--- config.mk ---
export PLATFORM = sky130hd
export DESIGN_NAME = pc_sequencer
export DESIGN_NICKNAME = d
export VERILOG_FILES = /design/src/rtl/pc_seq_pkg.sv /design/src/rtl/pc_next_mux.sv /design/src/rtl/pc_sequencer.sv
export SDC_FILE = /design/constraint.sdc
export NUM_CORES = 1
export LEC_CHECK = 0
export ABC_CLOCK_PERIOD_IN_PS = 3600
export BUFFER_PORTS_ARGS = -buffer_cell sky130_fd_sc_hd__clkbuf_2
export CAP_MARGIN = 20
export CORE_UTILIZATION = 46
export DETAILED_ROUTE_END_ITERATION = 6
export PLACE_DENSITY = 0.87
export SETUP_SLACK_MARGIN = 0.1
export SLEW_MARGIN = 20
export SYNTH_ARGS = -nofsm -noshare
export SYNTH_HDL_FRONTEND = slang
export SYNTH_SLANG_ARGS = --single-unit
--- constraint.sdc ---
create_clock -name clk -period 3.6 [get_ports clk]
set_clock_uncertainty 0.15 [all_clocks]
set_input_delay 0.18 -clock clk [delete_from_list [all_inputs] [get_ports clk]]
set_output_delay 0.18 -clock clk [all_outputs]
set_load 0.05 [all_outputs]
--- src/rtl/pc_seq_pkg.sv ---
// Purpose : shared types and constants for the PC sequencer (state encoding,
//           next-PC select codes, exception vectors).
// Latency : n/a (package).  Backpressure: n/a.
// Ports   : none.  Optional feature macro used by the sequencer: PC_IRQ_EN.
package pc_seq_pkg;

   // Sequencer states; encodings 6-7 are illegal and recover to FETCH.
   typedef enum logic [2:0] {
      FETCH  = 3'd0,
      DECODE = 3'd1,
      EXEC   = 3'd2,
      MEM    = 3'd3,
      WB     = 3'd4,
      TRAP   = 3'd5
   } state_e;

   // Next-PC source select driven into pc_next_mux.
   typedef enum logic [2:0] {
      SEL_HOLD = 3'd0,
      SEL_INC  = 3'd1,
      SEL_BR   = 3'd2,
      SEL_J    = 3'd3,
      SEL_JR   = 3'd4
   } pc_sel_e;

   localparam logic [31:0] RESET_VEC = 32'h0000_0000;
   localparam logic [31:0] ILLOP_VEC = 32'h8000_0004;
   localparam logic [31:0] XADR_VEC  = 32'h8000_0008;
   localparam logic [31:0] PC_STEP   = 32'd4;

endpackage

--- src/rtl/pc_next_mux.sv ---
// Purpose : combinational next-PC selector (hold, +4, branch, jump, jump-register).
// Latency : 0 cycles, purely combinational.  Backpressure: none.
// Ports   : i_sel select code; i_pc_cur current PC; i_br_target/i_j_target/
//           i_jr_target candidate PCs; o_pc_next selected next PC.
module pc_next_mux
   import pc_seq_pkg::*;
(
   input  pc_sel_e     i_sel,
   input  logic [31:0] i_pc_cur,
   input  logic [31:0] i_br_target,
   input  logic [31:0] i_j_target,
   input  logic [31:0] i_jr_target,
   output logic [31:0] o_pc_next
);

   always_comb begin
      o_pc_next = i_pc_cur;
      case (i_sel)
         SEL_INC: o_pc_next = i_pc_cur + PC_STEP;   // wraps mod 2^32
         SEL_BR:  o_pc_next = i_br_target;
         SEL_J:   o_pc_next = i_j_target;
         SEL_JR:  o_pc_next = i_jr_target;
         default: o_pc_next = i_pc_cur;
      endcase
   end

endmodule

--- src/rtl/pc_sequencer.sv ---
// Purpose : multi-cycle instruction sequencer driving the PC register D input,
//           vector selects and IR/RF/memory strobes.  Optional macro PC_IRQ_EN
//           enables interrupt traps from FETCH (disabled: irq ignored, xadr 0).
// Latency : strobes and pc_next are combinational from state; epc and captured
//           decode flags are registered.  Backpressure: imem_ready/dmem_ready
//           stall FETCH/MEM while holding the PC.
// Ports   : clk, reset (async, active-high); pc_cur, imem_ready, dmem_ready;
//           dec_* decode flags; br_cond, br/j/jr targets, irq; outputs pc_next,
//           illop, xadr, ir_write, rf_write, mem_access, epc, state.
module pc_sequencer
   import pc_seq_pkg::*;
(
   input  logic        clk,
   input  logic        reset,
   input  logic [31:0] pc_cur,
   input  logic        imem_ready,
   input  logic        dmem_ready,
   input  logic        dec_illegal,
   input  logic        dec_branch,
   input  logic        dec_jump,
   input  logic        dec_jr,
   input  logic        dec_mem,
   input  logic        dec_wb,
   input  logic        br_cond,
   input  logic [31:0] br_target,
   input  logic [31:0] j_target,
   input  logic [31:0] jr_target,
   input  logic        irq,
   output logic [31:0] pc_next,
   output logic        illop,
   output logic        xadr,
   output logic        ir_write,
   output logic        rf_write,
   output logic        mem_access,
   output logic [31:0] epc,
   output logic [2:0]  state
);

   state_e      r_state;
   state_e      w_next_state;
   logic [31:0] r_epc;
   logic        r_dec_branch;
   logic        r_dec_jump;
   logic        r_dec_jr;
   logic        r_dec_mem;
   logic        r_dec_wb;

   pc_sel_e     w_sel;
   pc_sel_e     w_sel_eff;
   logic        w_irq_take;
   logic        w_epc_load;
   logic        w_capture;
   logic        w_ir_write;
   logic        w_rf_write;
   logic        w_mem_access;
   logic        w_illop;
   logic        w_xadr;

   // Interrupts are only taken from user space (pc_cur[31]=0); kernel code
   // in the upper half runs uninterruptible.
`ifdef PC_IRQ_EN
   assign w_irq_take = irq & ~pc_cur[31];
`else
   logic w_irq_unused;
   assign w_irq_unused = irq;
   assign w_irq_take   = 1'b0;
`endif

   always_ff @(posedge clk or posedge reset) begin
      if (reset) begin
         r_state      <= FETCH;
         r_epc        <= RESET_VEC;
         r_dec_branch <= 1'b0;
         r_dec_jump   <= 1'b0;
         r_dec_jr     <= 1'b0;
         r_dec_mem    <= 1'b0;
         r_dec_wb     <= 1'b0;
      end else begin
         r_state <= w_next_state;
         if (w_epc_load) begin
            r_epc <= pc_cur;
         end
         // DECODE always lasts one cycle, so capturing while in DECODE is
         // capturing at DECODE exit.
         if (w_capture) begin
            r_dec_branch <= dec_branch;
            r_dec_jump   <= dec_jump;
            r_dec_jr     <= dec_jr;
            r_dec_mem    <= dec_mem;
            r_dec_wb     <= dec_wb;
         end
      end
   end

   always_comb begin
      w_next_state = FETCH;
      w_sel        = SEL_HOLD;
      w_ir_write   = 1'b0;
      w_rf_write   = 1'b0;
      w_mem_access = 1'b0;
      w_illop      = 1'b0;
      w_xadr       = 1'b0;
      w_epc_load   = 1'b0;
      w_capture    = 1'b0;
      case (r_state)
         FETCH: begin
            // Interrupt wins over a completing fetch; PC holds while the
            // register loads the vector via xadr.
            if (w_irq_take) begin
               w_xadr       = 1'b1;
               w_epc_load   = 1'b1;
               w_next_state = TRAP;
            end else if (imem_ready) begin
               w_ir_write   = 1'b1;
               w_sel        = SEL_INC;
               w_next_state = DECODE;
            end else begin
               w_next_state = FETCH;
            end
         end
         DECODE: begin
            w_capture = 1'b1;
            if (dec_illegal) begin
               w_illop      = 1'b1;
               w_epc_load   = 1'b1;
               w_next_state = TRAP;
            end else begin
               w_next_state = EXEC;
            end
         end
         EXEC: begin
            if (r_dec_jr) begin
               w_sel = SEL_JR;
            end else if (r_dec_jump) begin
               w_sel = SEL_J;
            end else if (r_dec_branch && br_cond) begin
               w_sel = SEL_BR;
            end
            if (r_dec_mem) begin
               w_next_state = MEM;
            end else if (r_dec_wb) begin
               w_next_state = WB;
            end else begin
               w_next_state = FETCH;
            end
         end
         MEM: begin
            w_mem_access = 1'b1;
            if (!dmem_ready) begin
               w_next_state = MEM;
            end else if (r_dec_wb) begin
               w_next_state = WB;
            end else begin
               w_next_state = FETCH;
            end
         end
         WB: begin
            w_rf_write   = 1'b1;
            w_next_state = FETCH;
         end
         TRAP: begin
            w_next_state = FETCH;
         end
         default: begin
            w_next_state = FETCH;
         end
      endcase
   end

   // Reset silences every strobe and forces a PC hold regardless of state.
   assign w_sel_eff = reset ? SEL_HOLD : w_sel;

   pc_next_mux u_pc_next_mux (
      .i_sel       (w_sel_eff),
      .i_pc_cur    (pc_cur),
      .i_br_target (br_target),
      .i_j_target  (j_target),
      .i_jr_target (jr_target),
      .o_pc_next   (pc_next)
   );

   assign ir_write   = w_ir_write   & ~reset;
   assign rf_write   = w_rf_write   & ~reset;
   assign mem_access = w_mem_access & ~reset;
   assign illop      = w_illop      & ~reset;
   assign xadr       = w_xadr       & ~reset;
   assign epc        = r_epc;
   assign state      = r_state;

endmodule

Word-level counts from Yosys, hierarchy flattened --
Index checks and enable logic that the tools add are counted. Widths: inputs -> output; s select.
Storage, ports and cells: register bits after elaboration 40, bits of input ports 140, output and inout bits 72, word-level logic and storage cells 42
Cells by class: add/sub/neg operators 1, equality and inequality tests 8, multiplexer cells 19, bitwise operators 5, reductions and logical operators 2
Operators with widths (count):
- $pmux 32 s4 | 1
- $add 32x3->32 const B | 1
- $mux 3 | 6
- $eq 3x2->1 const B | 4
- $pmux 3 s4 | 1
- $mux 1 | 8
- $eq 3x1->1 const B | 2
- $eq 3x3->1 const B | 2
- $pmux 3 s2 | 1
- $and 1x1->1 | 4
- $mux 2 | 2
- $logic_not 3->1 | 1
- $logic_and 1x1->1 | 1
- $not 1->1 | 1

Logic depth before layout (Yosys ltp) --
depth in word-level cells 8, depth in mapped cells 7, gate-level depth less buffers 6

By module --
A second synthesis with hierarchy kept.
Second synthesis, totals: cell total of the unflattened synthesis 444, area total of the unflattened synthesis 3731.1 um2
By module, submodules not included:
- pc_next_mux | instances 1, cells an instance 334, area an instance 1938.1 um2, sequential area each 0.0 um2
- pc_sequencer | instances 1, cells an instance 110, area an instance 1793.0 um2, sequential area each 1001.0 um2

Worst setup path after synthesis --
OpenSTA, ideal clock, no wires.
path kind reg-to-output, start point register r_state[1] (netlist: state[1]), end point output port pc_next[14], data arrival time 3304 ps, data required time 3270 ps, path slack -34 ps, stages on the path, launching flop included 6, path buffers 2, path through dfrtp_1 > clkbuf_1 > nor4_1 > nand2_1 > clkbuf_1 > o311ai_0
On the way: cells in the longest elaborated chain, start to end 5, elaborated cells on any way between the ends 9, classes of those cells 5 x eq/ne; 3 x mux; 1 x reduce/logical
RTL lines:
- start: declaration | RTL line pc_sequencer.sv:39 | state_e r_state;
- start signal: assignment | RTL line pc_sequencer.sv:79 | r_state <= w_next_state;
- $eq 3x2->1 or $logic_not 3->1 (tied branches) | RTL line pc_sequencer.sv:105 | case (r_state)
- $pmux 3 s2 * | RTL line pc_sequencer.sv:105
- $mux 3 * | RTL line pc_sequencer.sv:171 | assign w_sel_eff = reset ? SEL_HOLD : w_sel;
- $eq 3x3->1, or another cell as far along | RTL line pc_next_mux.sv:18 | case (i_sel)
- $pmux 32 s4 * | RTL line pc_next_mux.sv:18
- end: declaration | RTL line pc_sequencer.sv:29 | output logic [31:0] pc_next,
Every way passes the cells marked *; elsewhere a longest branch is shown, timed or not.

Worst setup path after layout --
start point register r_dec_jump, end point output port pc_next[22]
On the way: cells in the longest elaborated chain, start to end 6, elaborated cells on any way between the ends 9, classes of those cells 4 x eq/ne; 5 x mux
RTL lines:
- start: declaration | RTL line pc_sequencer.sv:43 | logic r_dec_jump;
- start signal: assignment | RTL line pc_sequencer.sv:87 | r_dec_jump <= dec_jump;
- $mux 2 * | RTL line pc_sequencer.sv:134 | end else if (r_dec_jump) begin
- $mux 3 * | RTL line pc_sequencer.sv:132 | if (r_dec_jr) begin
- $pmux 3 s2 * | RTL line pc_sequencer.sv:105
- $mux 3 * | RTL line pc_sequencer.sv:171
- $eq 3x3->1, or another cell as far along | RTL line pc_next_mux.sv:18
- $pmux 32 s4 * | RTL line pc_next_mux.sv:18
Marks and branches as above.

==> flow_summary.json <==
{
  "fin_crit_sh": 0.9056,
  "hpwl_mm": 9.338,
  "cts.reportedPaths.clkPinSlew_ns": 0.08,
  "ir_drop_uv": 554.8,
  "pwr-share-comb": 0.667,
  "maxSlewViolCount": 0,
  "synth_seq_cells": 40,
  "via_per_inst": 6.105,
  "cts_htree_levels": 2,
  "worstPathArrival_ns": 2.93,
  "clk_latency_ns": 0.29,
  "firstDrtPassIters": 7,
  "cp-end-kind": "output port",
  "setup_viol": 0,
  "leakage_uw": 0.002295,
  "cpPeakStageDelay_ns": 0.80,
  "grt_first_pass_wirelength_mm": 19.53,
  "max_slew_margin": 0.4104,
  "worstSetupPathType": "reg -> out",
  "synth.distinct_cells": 59,
  "fin_nets": 765,
  "yosys.area_share.simple": 0.3000,
  "cts_buffer_depth": 2,
  "drv_cap": 0,
  "grt_max_degree": 41,
  "ant_nets": 0,
  "p_clk_frac": 0.093,
  "hp-class": "in -> reg",
  "die_x_um": 85.28,
  "worstMarginPinSlew_ns": 0.8844,
  "p_switching_uw": 2082,
  "synth_warnings": 0,
  "syn_area_per_cell_um2": 7.579,
  "syn_nets": 562,
  "synth_top_area_cell": "dfrtp_1",
  "first_iter_violations": 419,
  "syn_inst": 421,
  "swShare": 0.5912,
  "num_antenna_cells": 0,
  "synth-xor-area-share": 0.02471,
  "status": "complete, but fails checks",
  "fmax_ghz": 0.3067,
  "postLayoutCoreUtil": 0.6900,
  "slowest_stage": "a211o_1",
  "grt-ovfl-total": 0,
  "root_buffer": "clkbuf_8",
  "synth_area_leaders": "dfrtp_1, nand2_1, a222oi_1",
  "gp_congestion": 0.9060,
  "io_buffers": 209,
  "power_uw": 3522,
  "start_util": 0.4885,
  "pin_count": 212,
  "synth_top_family_by_area": "simple AND/OR/NAND/NOR gates",
  "power.density_nw_per_um2": 781.5,
  "dieArea_um2": 7273,
  "finalWorstSetupSlack_ns": 0.3397,
  "critPathBufInv": 1,
  "core-area_um2": 6531,
  "place_ws_ns": 0.7059,
  "dpl_cell_area_um2": 4294,
  "synth-edff-count": 0,
  "cts_resized": 0,
  "cts_tree": "done",
  "crit_family": "compound AO/OA/AOI/OAI gates",
  "synth_mux_area_frac": 0.02078,
  "drc": 2,
  "rsz0062_at_grt": "no",
  "p_int_uw": 1440,
  "synth_fa_ha_area_frac": 0.003922,
  "fin_crit_ns": 3.260,
  "antenna_found_initial": 0,
  "area_delta_synth_final_pct": 41.25,
  "yosys.area.top_type_share": 0.3137,
  "finalHoldViolCount": 0,
  "rows": 29,
  "worstSetupStartpointType": "register",
  "vias": 4286,
  "netlist_area_um2": 3191,
  "clock_sinks": 40,
  "worstPathRequired_ns": 3.27,
  "post_route_cells_drive_above_1_share": 0.3904,
  "globalRouteTotalUtil": 0.3428,
  "grt_pass1_vias": 4108,
  "fin_hold_ws_ns": 0.009119,
  "ys_seq_area_frac": 0.3137,
  "synth-compound-area-share": 0.2722,
  "fin_area_um2": 4507,
  "die_height_um": 85.28,
  "cts_made_buffers": 5,
  "routed_wl_mm": 12.69,
  "n_fill_cell": 551,
  "synth_async_sr_flop_share": 1.000,
  "seqPwrFrac": 0.240,
  "wl_per_cell_um": 18.08,
  "path_cells": "a211oi_1 -> a211o_1 -> a222oi_1 -> a21boi_2 -> o21ai_1 -> buf_12",
  "synth_ff_type": "dfrtp_1",
  "violations": "DRC",
  "crit_path_max_fanout": 23
}
## cell usage in the layout (no fill, tap or decap), drive strengths merged, types with 8 or more instances in the layout
cell type and n:
clkbuf 213, nand2 114, dfrtp 40, o21ai 26, a222oi 24, nand3 19
a21oi 19, nor2 17, nand4 16, buf 14, dlygate4sd3 12, xor2 9
o211ai 9, nor4 8
## worst paths after layout
kind / from / to / slack, ns / depth (start not counted)
max: r_dec_jump / pc_next[22] / 0.34 / 6
min: pc_cur[24] / epc[24] / 0.009 / 3
max reg2reg: state[0] / epc[3] / 1.16 / 5
min reg2reg: epc[11] / epc[11] / 0.33 / 2
max in group asynchronous: reset / epc[11] / 2.40 / 4
min in group asynchronous: reset / state[1] / 0.53 / 4
## cell families (layout without fill, tap and decap cells)
family,Yosys count,count (layout)
compound gates,119,119
other cells,1,1
simple gates,201,201
buf+inv,44,248
mux,6,6
flops,40,40
fa+ha+maj,1,1
xor+xnor,9,9
## state kept, by name (all words and copies together) (netlist names)
signal        cells
epc              32
r_dec_branch      1
r_dec_jr          1
r_dec_jump        1
r_dec_mem         1
r_dec_wb          1
state             3
## routing by layer
| metal | GRT usage | wire, um | vias up |
|---|---|---|---|
| met5 | 0 | 0 | - |
| met4 | 0.1364 | 333 | 0 |
| met3 | 0.07101 | 1129 | 32 |
| met2 | 0.6092 | 6290 | 274 |
| met1 | 0.4046 | 4936 | 2003 |
| li1 | - | - | 1977 |
## stage by stage
stage	setup TNS, ns	instances
after floorplan	-0.06816	421
after global placement	0	682
after detailed placement	0	682
after CTS	0	702
after global routing	0	702
final	0	702
## Yosys cell counts, types with 2 or more instances
| cell type | instances |
|---|---|
| o211ai_1 | 9 |
| nor4_1 | 6 |
| a222oi_1 | 24 |
| or3_1 | 2 |
| clkbuf_1 | 19 |
| nor4_2 | 2 |
| buf_2 | 14 |
| inv_1 | 7 |
| a31oi_1 | 3 |
| dfrtp_1 | 40 |
| a21oi_1 | 19 |
| nand2_1 | 114 |
| buf_6 | 2 |
| a22oi_1 | 4 |
| nand3_1 | 19 |
| o311ai_0 | 2 |
| a211oi_1 | 5 |
| nand2b_1 | 3 |
| a221oi_1 | 3 |
| mux2_2 | 5 |
| nor2b_1 | 2 |
| a22o_1 | 6 |
| o21ai_1 | 6 |
| o21ai_0 | 20 |
| a32oi_1 | 2 |
| and3_1 | 4 |
| and2_1 | 3 |
| o211a_1 | 2 |
| nand4_1 | 16 |
| o22ai_1 | 3 |
| nor2_1 | 17 |
| nor3_1 | 3 |
| xor2_1 | 9 |
## final cells by class
type | instances | area, um^2 | area share
Sequential cell | 40 | 1001 | 0.2221
Clock inverter | 2 | 10.01 | 0.002221
Timing Repair Buffer | 233 | 1286 | 0.2854
Tap cell | 77 | 96.34 | 0.02138
Clock buffer | 6 | 82.58 | 0.01832
Inverter | 7 | 26.28 | 0.005830
Multi-Input combinational cell | 337 | 2004 | 0.4448
## worst reg2reg max path, stage by stage, from the launching register on
cell     delay (ns)
dfrtp_1        0.57
nor3b_2        0.58
and2_1         0.55
buf_4          0.35
nand2_1        0.11
nand2_1        0.07
## repair_timing
| item | CTS | global route |
|---|---|---|
| buffers inserted | 0 | 0 |
| hold endpoints to repair | 51 | 0 |
| hold buffers | 12 | 0 |
## power by group through the flow
stage / logic [uW] / clock network (uW) / registers [uW]
6_report: 2350 / 328 / 846
3_5_place_dp: 2330 / 0 / 845
4_1_cts: 2340 / 327 / 841
2_1_floorplan: 1120 / 0 / 1420
5_1_grt: 2480 / 346 / 874
3_3_place_gp: 2290 / 0 / 833
Note: power is estimated with default switching activity, not from simulation.
